--- config.mk ---
export PLATFORM = sky130hd
export DESIGN_NAME = clk_en_divider_flat
export DESIGN_NICKNAME = d
export VERILOG_FILES = /design/src/rtl/clk_en_divider_pkg.sv /design/src/rtl/clk_en_divider_if.sv /design/src/rtl/clk_en_divider_channel.sv /design/src/rtl/clk_en_divider.sv /design/src/flat_wrapper.sv
export SDC_FILE = /design/constraint.sdc
export NUM_CORES = 1
export LEC_CHECK = 0
export CORE_MARGIN = 3
export CORE_UTILIZATION = 45
export DETAILED_ROUTE_END_ITERATION = 8
export DONT_BUFFER_PORTS = 1
export PLACE_DENSITY = 0.67
export SETUP_SLACK_MARGIN = 0.15
export SLEW_MARGIN = 40
export SYNTH_ARGS = -nofsm -noshare
export SYNTH_HDL_FRONTEND = slang
export SYNTH_SLANG_ARGS = --single-unit
--- constraint.sdc ---
create_clock -name cin -period 9.2 [get_ports cin]
set_clock_uncertainty 0.1 [all_clocks]
set_input_delay 2.76 -clock cin [delete_from_list [all_inputs] [get_ports cin]]
set_output_delay 2.76 -clock cin [all_outputs]
set_load 0.01 [all_outputs]
--- src/rtl/clk_en_divider_pkg.sv ---
// Shared types and reset-divisor helper for the clock-enable divider.
package clk_div_pkg;

   localparam int DIV_W_DEFAULT = 16;

   typedef logic [DIV_W_DEFAULT-1:0] div_t;

   // Legacy power-of-two divisor for channel k (k=0 -> 1).
   function automatic logic [31:0] legacy_div(input int k);
      return 32'd1 << k;
   endfunction

endpackage

--- src/rtl/clk_en_divider_if.sv ---
// Configuration / enable bus between the divider and its consumers.
interface clk_en_divider_if #(
   parameter int NUM_CH = 4,
   parameter int DIV_W  = 16
);
   localparam int CH_W = $clog2(NUM_CH) + 1;

   logic              cfg_we;
   logic [CH_W-1:0]   cfg_ch;
   logic [DIV_W-1:0]  cfg_div;
   logic              sync_restart;
   logic              cfg_ack;
   logic              cfg_err;
   logic [NUM_CH-1:0] tick;
   logic [NUM_CH-1:0] sq;

   modport master (
      output cfg_we, cfg_ch, cfg_div, sync_restart,
      input  cfg_ack, cfg_err, tick, sq
   );

   modport slave (
      input  cfg_we, cfg_ch, cfg_div, sync_restart,
      output cfg_ack, cfg_err, tick, sq
   );

endinterface

--- src/rtl/clk_en_divider_channel.sv ---
// One divider channel: divisor, pending divisor, down-counter, square wave.
module clk_en_channel
   import clk_div_pkg::*;
#(
   parameter int DIV_W       = 16,
   parameter int LEGACY_INIT = 1,
   parameter int CH          = 0
) (
   input  logic             cin,
   input  logic             reset,
   input  logic             wr_en,
   input  logic [DIV_W-1:0] wr_div,
   input  logic             restart,
   output logic             tick,
   output logic             sq
);

   localparam logic [DIV_W-1:0] RST_DIV =
      (LEGACY_INIT != 0) ? DIV_W'(legacy_div(CH)) : '0;

   logic [DIV_W-1:0] div;
   logic [DIV_W-1:0] pend;
   logic             pend_vld;
   logic [DIV_W-1:0] cnt;
   logic [DIV_W-1:0] nxt_div;

   function automatic logic [DIV_W-1:0] load_val(input logic [DIV_W-1:0] d);
      return (d == '0) ? '0 : d - DIV_W'(1);
   endfunction

   // A write landing on the terminal or restart edge takes effect on that edge.
   assign nxt_div = wr_en ? wr_div : (pend_vld ? pend : div);

   always_ff @(posedge cin) begin
      if (reset) begin
         div      <= RST_DIV;
         cnt      <= load_val(RST_DIV);
         pend     <= '0;
         pend_vld <= 1'b0;
         sq       <= 1'b0;
      end else if (restart) begin
         div      <= nxt_div;
         cnt      <= load_val(nxt_div);
         pend_vld <= 1'b0;
         sq       <= 1'b0;
      end else if (div == '0) begin
         if (wr_en) begin
            div <= wr_div;
            cnt <= load_val(wr_div);
         end
      end else if (cnt == '0) begin
         div      <= nxt_div;
         cnt      <= load_val(nxt_div);
         pend_vld <= 1'b0;
         sq       <= ~sq;
      end else begin
         cnt <= cnt - DIV_W'(1);
         if (wr_en) begin
            pend     <= wr_div;
            pend_vld <= 1'b1;
         end
      end
   end

   assign tick = !reset && (cnt == '0) && (div != '0);

endmodule

--- src/rtl/clk_en_divider.sv ---
// Multi-channel clock-enable generator: write decode, range check, ack/err flops.
module clk_en_divider
   import clk_div_pkg::*;
#(
   parameter int NUM_CH      = 4,
   parameter int DIV_W       = DIV_W_DEFAULT,
   parameter int LEGACY_INIT = 1
) (
   input  logic             cin,
   input  logic             reset,
   clk_en_divider_if.slave  bus
);

   localparam int CH_W = $clog2(NUM_CH) + 1;

   logic              wr_acc;
   logic              ack_p1;
   logic              err_p1;
   logic [NUM_CH-1:0] tick_v;
   logic [NUM_CH-1:0] sq_v;

   assign wr_acc = bus.cfg_we && (bus.cfg_ch < CH_W'(NUM_CH));

   for (genvar k = 0; k < NUM_CH; k++) begin : g_ch
      clk_en_channel #(
         .DIV_W       (DIV_W),
         .LEGACY_INIT (LEGACY_INIT),
         .CH          (k)
      ) u_ch (
         .cin     (cin),
         .reset   (reset),
         .wr_en   (wr_acc && (bus.cfg_ch == CH_W'(k))),
         .wr_div  (bus.cfg_div),
         .restart (bus.sync_restart),
         .tick    (tick_v[k]),
         .sq      (sq_v[k])
      );
   end

   // Write response stage
   always_ff @(posedge cin) begin
      if (reset) begin
         ack_p1 <= 1'b0;
         err_p1 <= 1'b0;
      end else begin
         ack_p1 <= wr_acc;
         err_p1 <= bus.cfg_we && !wr_acc;
      end
   end

   assign bus.cfg_ack = ack_p1;
   assign bus.cfg_err = err_p1;
   assign bus.tick    = tick_v;
   assign bus.sq      = sq_v;

endmodule

--- src/flat_wrapper.sv ---
// flat-port wrapper written by rule: the top's interface ports become plain ports
module clk_en_divider_flat import clk_div_pkg::*;
#(
   parameter int NUM_CH      = 4,
   parameter int DIV_W       = DIV_W_DEFAULT,
   parameter int LEGACY_INIT = 1
)
  (cin, reset, bus_cfg_we, bus_cfg_ch, bus_cfg_div, bus_sync_restart, bus_cfg_ack, bus_cfg_err, bus_tick, bus_sq);
  clk_en_divider_if #(.NUM_CH(NUM_CH), .DIV_W(DIV_W)) bus_i ();
  input  logic cin;
  input  logic reset;
  input wire logic [$bits(bus_i.cfg_we)-1:0] bus_cfg_we;
  input wire logic [$bits(bus_i.cfg_ch)-1:0] bus_cfg_ch;
  input wire logic [$bits(bus_i.cfg_div)-1:0] bus_cfg_div;
  input wire logic [$bits(bus_i.sync_restart)-1:0] bus_sync_restart;
  output wire logic [$bits(bus_i.cfg_ack)-1:0] bus_cfg_ack;
  output wire logic [$bits(bus_i.cfg_err)-1:0] bus_cfg_err;
  output wire logic [$bits(bus_i.tick)-1:0] bus_tick;
  output wire logic [$bits(bus_i.sq)-1:0] bus_sq;
  assign bus_i.cfg_we = bus_cfg_we;
  assign bus_i.cfg_ch = bus_cfg_ch;
  assign bus_i.cfg_div = bus_cfg_div;
  assign bus_i.sync_restart = bus_sync_restart;
  assign bus_cfg_ack = bus_i.cfg_ack;
  assign bus_cfg_err = bus_i.cfg_err;
  assign bus_tick = bus_i.tick;
  assign bus_sq = bus_i.sq;
  clk_en_divider #(.NUM_CH(NUM_CH), .DIV_W(DIV_W), .LEGACY_INIT(LEGACY_INIT)) u_core (.cin(cin), .reset(reset), .bus(bus_i));
endmodule
; Yosys cells after proc, flatten, opt, wreduce, memory -nomap -nowiden
; Index checks and enable logic that the tools add are counted.
[word_totals]
regBits = 202
output_inout_bits = 10
[op_classes]
bitwise_logic = 13
n_eq_ne = 7
reduce_logical = 59
mux = 53
n_addsub = 9
magnitude_cmp = 1
[op_table]
columns = operator, n
row1 = 2-to-1 mux 16 bit, 45
row2 = logical NOT 16 bit, 13
row3 = "subtractor 16 x 1 -> 16 bit, second input constant", 9
row4 = nonzero test 16 bit, 4
row5 = AND reduction 2 bit, 12
row6 = AND reduction 4 bit, 4
row7 = logical AND 1 bit, 14
row8 = NOT 1 bit, 13
row9 = "!= test 3 bit, second input constant", 4
row10 = nonzero test 3 bit, 4
row11 = 2-to-1 mux 1 bit, 8
row12 = nonzero test 2 bit, 4
row13 = "== test 3 x 2 -> 1 bit, second input constant", 2
row14 = "== test 3 x 1 -> 1 bit, second input constant", 1
row15 = logical NOT 3 bit, 1
row16 = "< comparator 3 bit, second input constant", 1
row17 = logical NOT 1 bit, 2
row18 = OR reduction 2 bit, 1

; Logic depth before layout (Yosys ltp)
[depth]
ltp_word = 9
ltp_mapped = 14
mapped_depth_nobuf = 10

; Modules after synthesis
; Synthesis repeated with hierarchy kept, for this count alone.
[unflattened]
hier_cells = 1956
hier_area_um2 = 14991.9
[by_module_without_submodules]
columns = module, area_each_um2, seq_area_each_um2, n_inst, cells_per_inst
row1 = clk_en_channel (u_core.g_ch[2].u_ch), 3849.9, 1001.0, 1, 475
row2 = clk_en_channel (u_core.g_ch[3].u_ch), 3743.6, 1001.0, 1, 494
row3 = clk_en_channel (u_core.g_ch[1].u_ch), 3676.0, 1001.0, 1, 493
row4 = clk_en_channel (u_core.g_ch[0].u_ch), 3614.7, 1001.0, 1, 486
row5 = clk_en_divider, 107.6, 40.0, 1, 8

; Least setup slack after synthesis
; Ideal clock, no wire load.
[synth_timing]
kind = in2out
startpoint = input reset
endpoint = output bus_tick[3]
setup_slack_ns = 2.607
arrival_time_ns = 3.733
t_required_ns = 6.340
stages = 5
path_buffers = 4
path_cell_list = clkbuf_1 clkbuf_1 clkbuf_1 nor2_1 buf_4
[synth_via]
elab_chain_len = 3
[synth_lines]
columns = item, line
row1 = "start, declared", flat_wrapper.sv:11  ; input logic reset;
row2 = logical NOT 1 bit, clk_en_divider_channel.sv:65  ; assign tick = !reset && (cnt == '0) && (div != '0);
row3 = logical AND 1 bit (2 in series), clk_en_divider_channel.sv:65
row4 = "end, declared", flat_wrapper.sv:18  ; output wire logic [$bits(bus_i.tick)-1:0] bus_tick;
; Every way passes these cells.

; Worst setup path after layout
[layout_timing]
startpoint = input reset
endpoint = output bus_tick[0]
; Same word-level chain as after synthesis.

==> results by group <==
CTS
  • CTS root buf: clkbuf_16
  • Total CTS buffers: 24
  • Reg clk slew, reported paths: ~0.06 ns
  • CTS tree: done
  • Maximum root-to-sink buffer count: 3
  • Post-CTS Resized: 0
  • CTS H-Tree Depth: 1
  • Worst skew pair latency: approximately 0.54 ns
  • Clk sinks: between 200 and 250
  • Post-CTS Setup Bufs: 0
  • CTS Hold Bufs: 0

Synth
  • Adder-Cell Fraction of Synth Area: 0.0117
  • Area leader, netlist: dfxtp_1
  • Share of synthesized registers carrying an async set or reset: 0
  • Main synth FF type: dfxtp_1
  • Synth area leaders: dfxtp_1, nor2_1, mux2i_1
  • Combinational family with the most area after synthesis: simple AND/OR/NAND/NOR gates
  • Gate Count Post-Synth: 1,851
  • Top cell type's share of synthesized area: 0.290
  • Seq cells post-synth: around 200
  • XOR/XNOR share of the synthesized area: 0.0609
  • Net count after synthesis: approximately 1,900
  • Synth Area in Compound Gates: 0.210
  • Yosys cell types: 93
  • Post-Synth Simple-Gate Area: 0.276
  • Ys Warns: 0
  • Sequential area share after synthesis: 0.290
  • Mux contribution to synthesized area: 0.0947
  • Most frequent cell after synthesis: nor2_1
  • Post-synth top cells: nor2_1, dfxtp_1, nand2_1, a21oi_1, nor3_1
  • Syn Area/Cell: roughly 7.5 um^2
  • Post-synth EDFFs: 0
  • Synth Cell Area: around 14,000 um^2

Hold path
  • Hold wc startpoint: u_core.g_ch[0].u_ch.pend[15]
  • HP Class: reg -> reg
  • Hold Path Cell Cnt: 2

Global routing
  • Initial antenna violation count: 0
  • Vias in the first global route: 12,600
  • Grt ovf: 0
  • Largest net degree at the start of global routing: between 150 and 200
  • First-pass GRT wire length: between 70,000 and 80,000 um
  • Total GRT Usage: 0.267

Timing
  • Min Tclk post-route: between 6 and 7 ns
  • Tcrit/Tclk final: 0.682
  • Final hold violations: 0
  • Max Freq: between 0.15 and 0.2 GHz
  • Worst setup margin: 2.93 ns
  • Setup violators final: 0
  • RSZ-0062 raised after global routing: false
  • Least-Margin Pin Slew: about 0.96 ns
  • Slew Limit Fails: 0
  • Total negative slack: 0 ns
  • Fin Hold WS: around 0.36 ns
  • Max-slew headroom: 0.357

Setup path
  • WP depth: 3
  • CP top delay family: buffers and inverters
  • Crit path launch type: input pin
  • Crit-path max cell delay: 0.29 ns
  • RR Startpoint: u_core.g_ch[1].u_ch.pend_vld
  • CP Launch Point: reset
  • Crit path arrival time: ~3.4 ns
  • CP Buf/Inv Count: 2
  • Crit. End Element: output pin
  • Worst-path fanout max: roughly 190
  • Crit path required time: ~6.3 ns
  • Worst r2r path cells: 10
  • CP Class: in -> out
  • CP max stage cell: buf_4
  • Crit path cell chain: clkinv_1, buf_4, and2_1

Die
  • Cell row count: between 60 and 70
  • Die Y: ~180 um
  • Initial Util: 0.464
  • Core area: about 30,000 um^2
  • Full die area: between 30,000 and 40,000 um^2
  • Die X: 182 um
  • # IOs: 33

Placed design
  • DP Cell Count: ~2,100
  • Setup Slack @ Placement: 2.97 ns
  • Gpl congestion: approximately 0.94
  • Count of buffers from port buffering: 0
  • Post-DP HPWL: a little over 30,000 um
  • Placed Area: ~14,000 um^2

Detailed routing
  • WL final: approximately 47,000 um
  • DR pass1 iterations: 9
  • Vias per inst: between 6 and 7
  • ANT nets after route: 0
  • Post-route DRC violation count: 0
  • Vias: approximately 14,000
  • Initial drt markers: between 1,500 and 2,000
  • Wirelength per Cell: 21.7 um

Cells and area
  • Register area: ~4000 um^2
  • Layout cells sized above 1: 0.0836
  • Final Cell Area: around 15,000 um^2
  • Layout Nets: between 1,500 and 2,000
  • Non-filler cells, final: approximately 2,200
  • Filler Cell Count: between 2,000 and 3,000
  • Multi-input logic area: 9180 um^2
  • Layout area overhead: 6.03%
  • Fin util: 0.492

Status
  • Status: finished, final reports clean

Run
  • Max-Cap Viols: 0

Power and ir drop
  • Max IR drop VDD: between 100 and 150 uV
  • PnR Total Power: about 2.8 mW
  • Pwr Density: 187 nW/um^2
  • Pleak: ~5.6 nW
-- cell type report --
cell class              count  area share
flip-flops and latches    202       0.273
diodes                      1    0.000169
inverters                  20     0.00507
clock inverters             6     0.00710
clock buffers              37      0.0494
well taps                 390      0.0330
multi-input cells        1471       0.620
repair buffers             23      0.0117
-- report_power, final --
part | internal [mW] | switching, mW
sequential | 0.950 | 0.0827
combinational | 0.283 | 0.416
clock | 0.627 | 0.401
-- placed cells by master (no fill, tap or decap), drive strengths merged, types with 45 or more instances in the layout --
cell and n:
a211oi 56, a21oi 151, dfxtp 202, mux2i 102
nand2 182, nand3 45, nor2 281, nor3 121
o21ai 104, xnor2 53
-- state kept, by name, summed over array words and instances (netlist names) --
signal,count
u_core.g_ch.u_ch.sq,4
u_core.g_ch.u_ch.pend_vld,4
u_core.g_ch.u_ch.cnt,64
u_core.bus.cfg_err,1
u_core.bus.cfg_ack,1
u_core.g_ch.u_ch.pend,64
u_core.g_ch.u_ch.div,64
-- tightest hold or removal path, delay by kind of cell (launching register included) --
kind	cells	cell delay, ns
flops	1	0.31
compound gates	1	0.05
simple gates	1	0.05
-- cell families after synthesis --
kind of cell               Yosys count
muxes                              126
buffers and inverters              178
adders and majority gates           13
DFF                                202
xor gates and xnor gates            97
AOI/OAI and AO/OA                  441
and+or+nand+nor                    794
-- final timing paths --
kind | endpoint | slack [ns]
setup / recovery | bus_tick[0] | 2.93
hold / removal | u_core.g_ch[0].u_ch.pend[15] | 0.36
setup reg to reg | u_core.g_ch[1].u_ch.cnt[1] | 5.77
hold reg to reg | u_core.g_ch[0].u_ch.pend[15] | 0.36
-- per-layer routing --
layer | global-route usage | vias up | routed length [um]
met2 | 0.425 | 609 | 20700
li1 | - | 6478 | -
met1 | 0.358 | 6448 | 19800
met3 | 0.0484 | 135 | 3970
met5 | 0 | - | 0
met4 | 0.105 | 0 | 2150
Power figures use the tool's default switching activity.
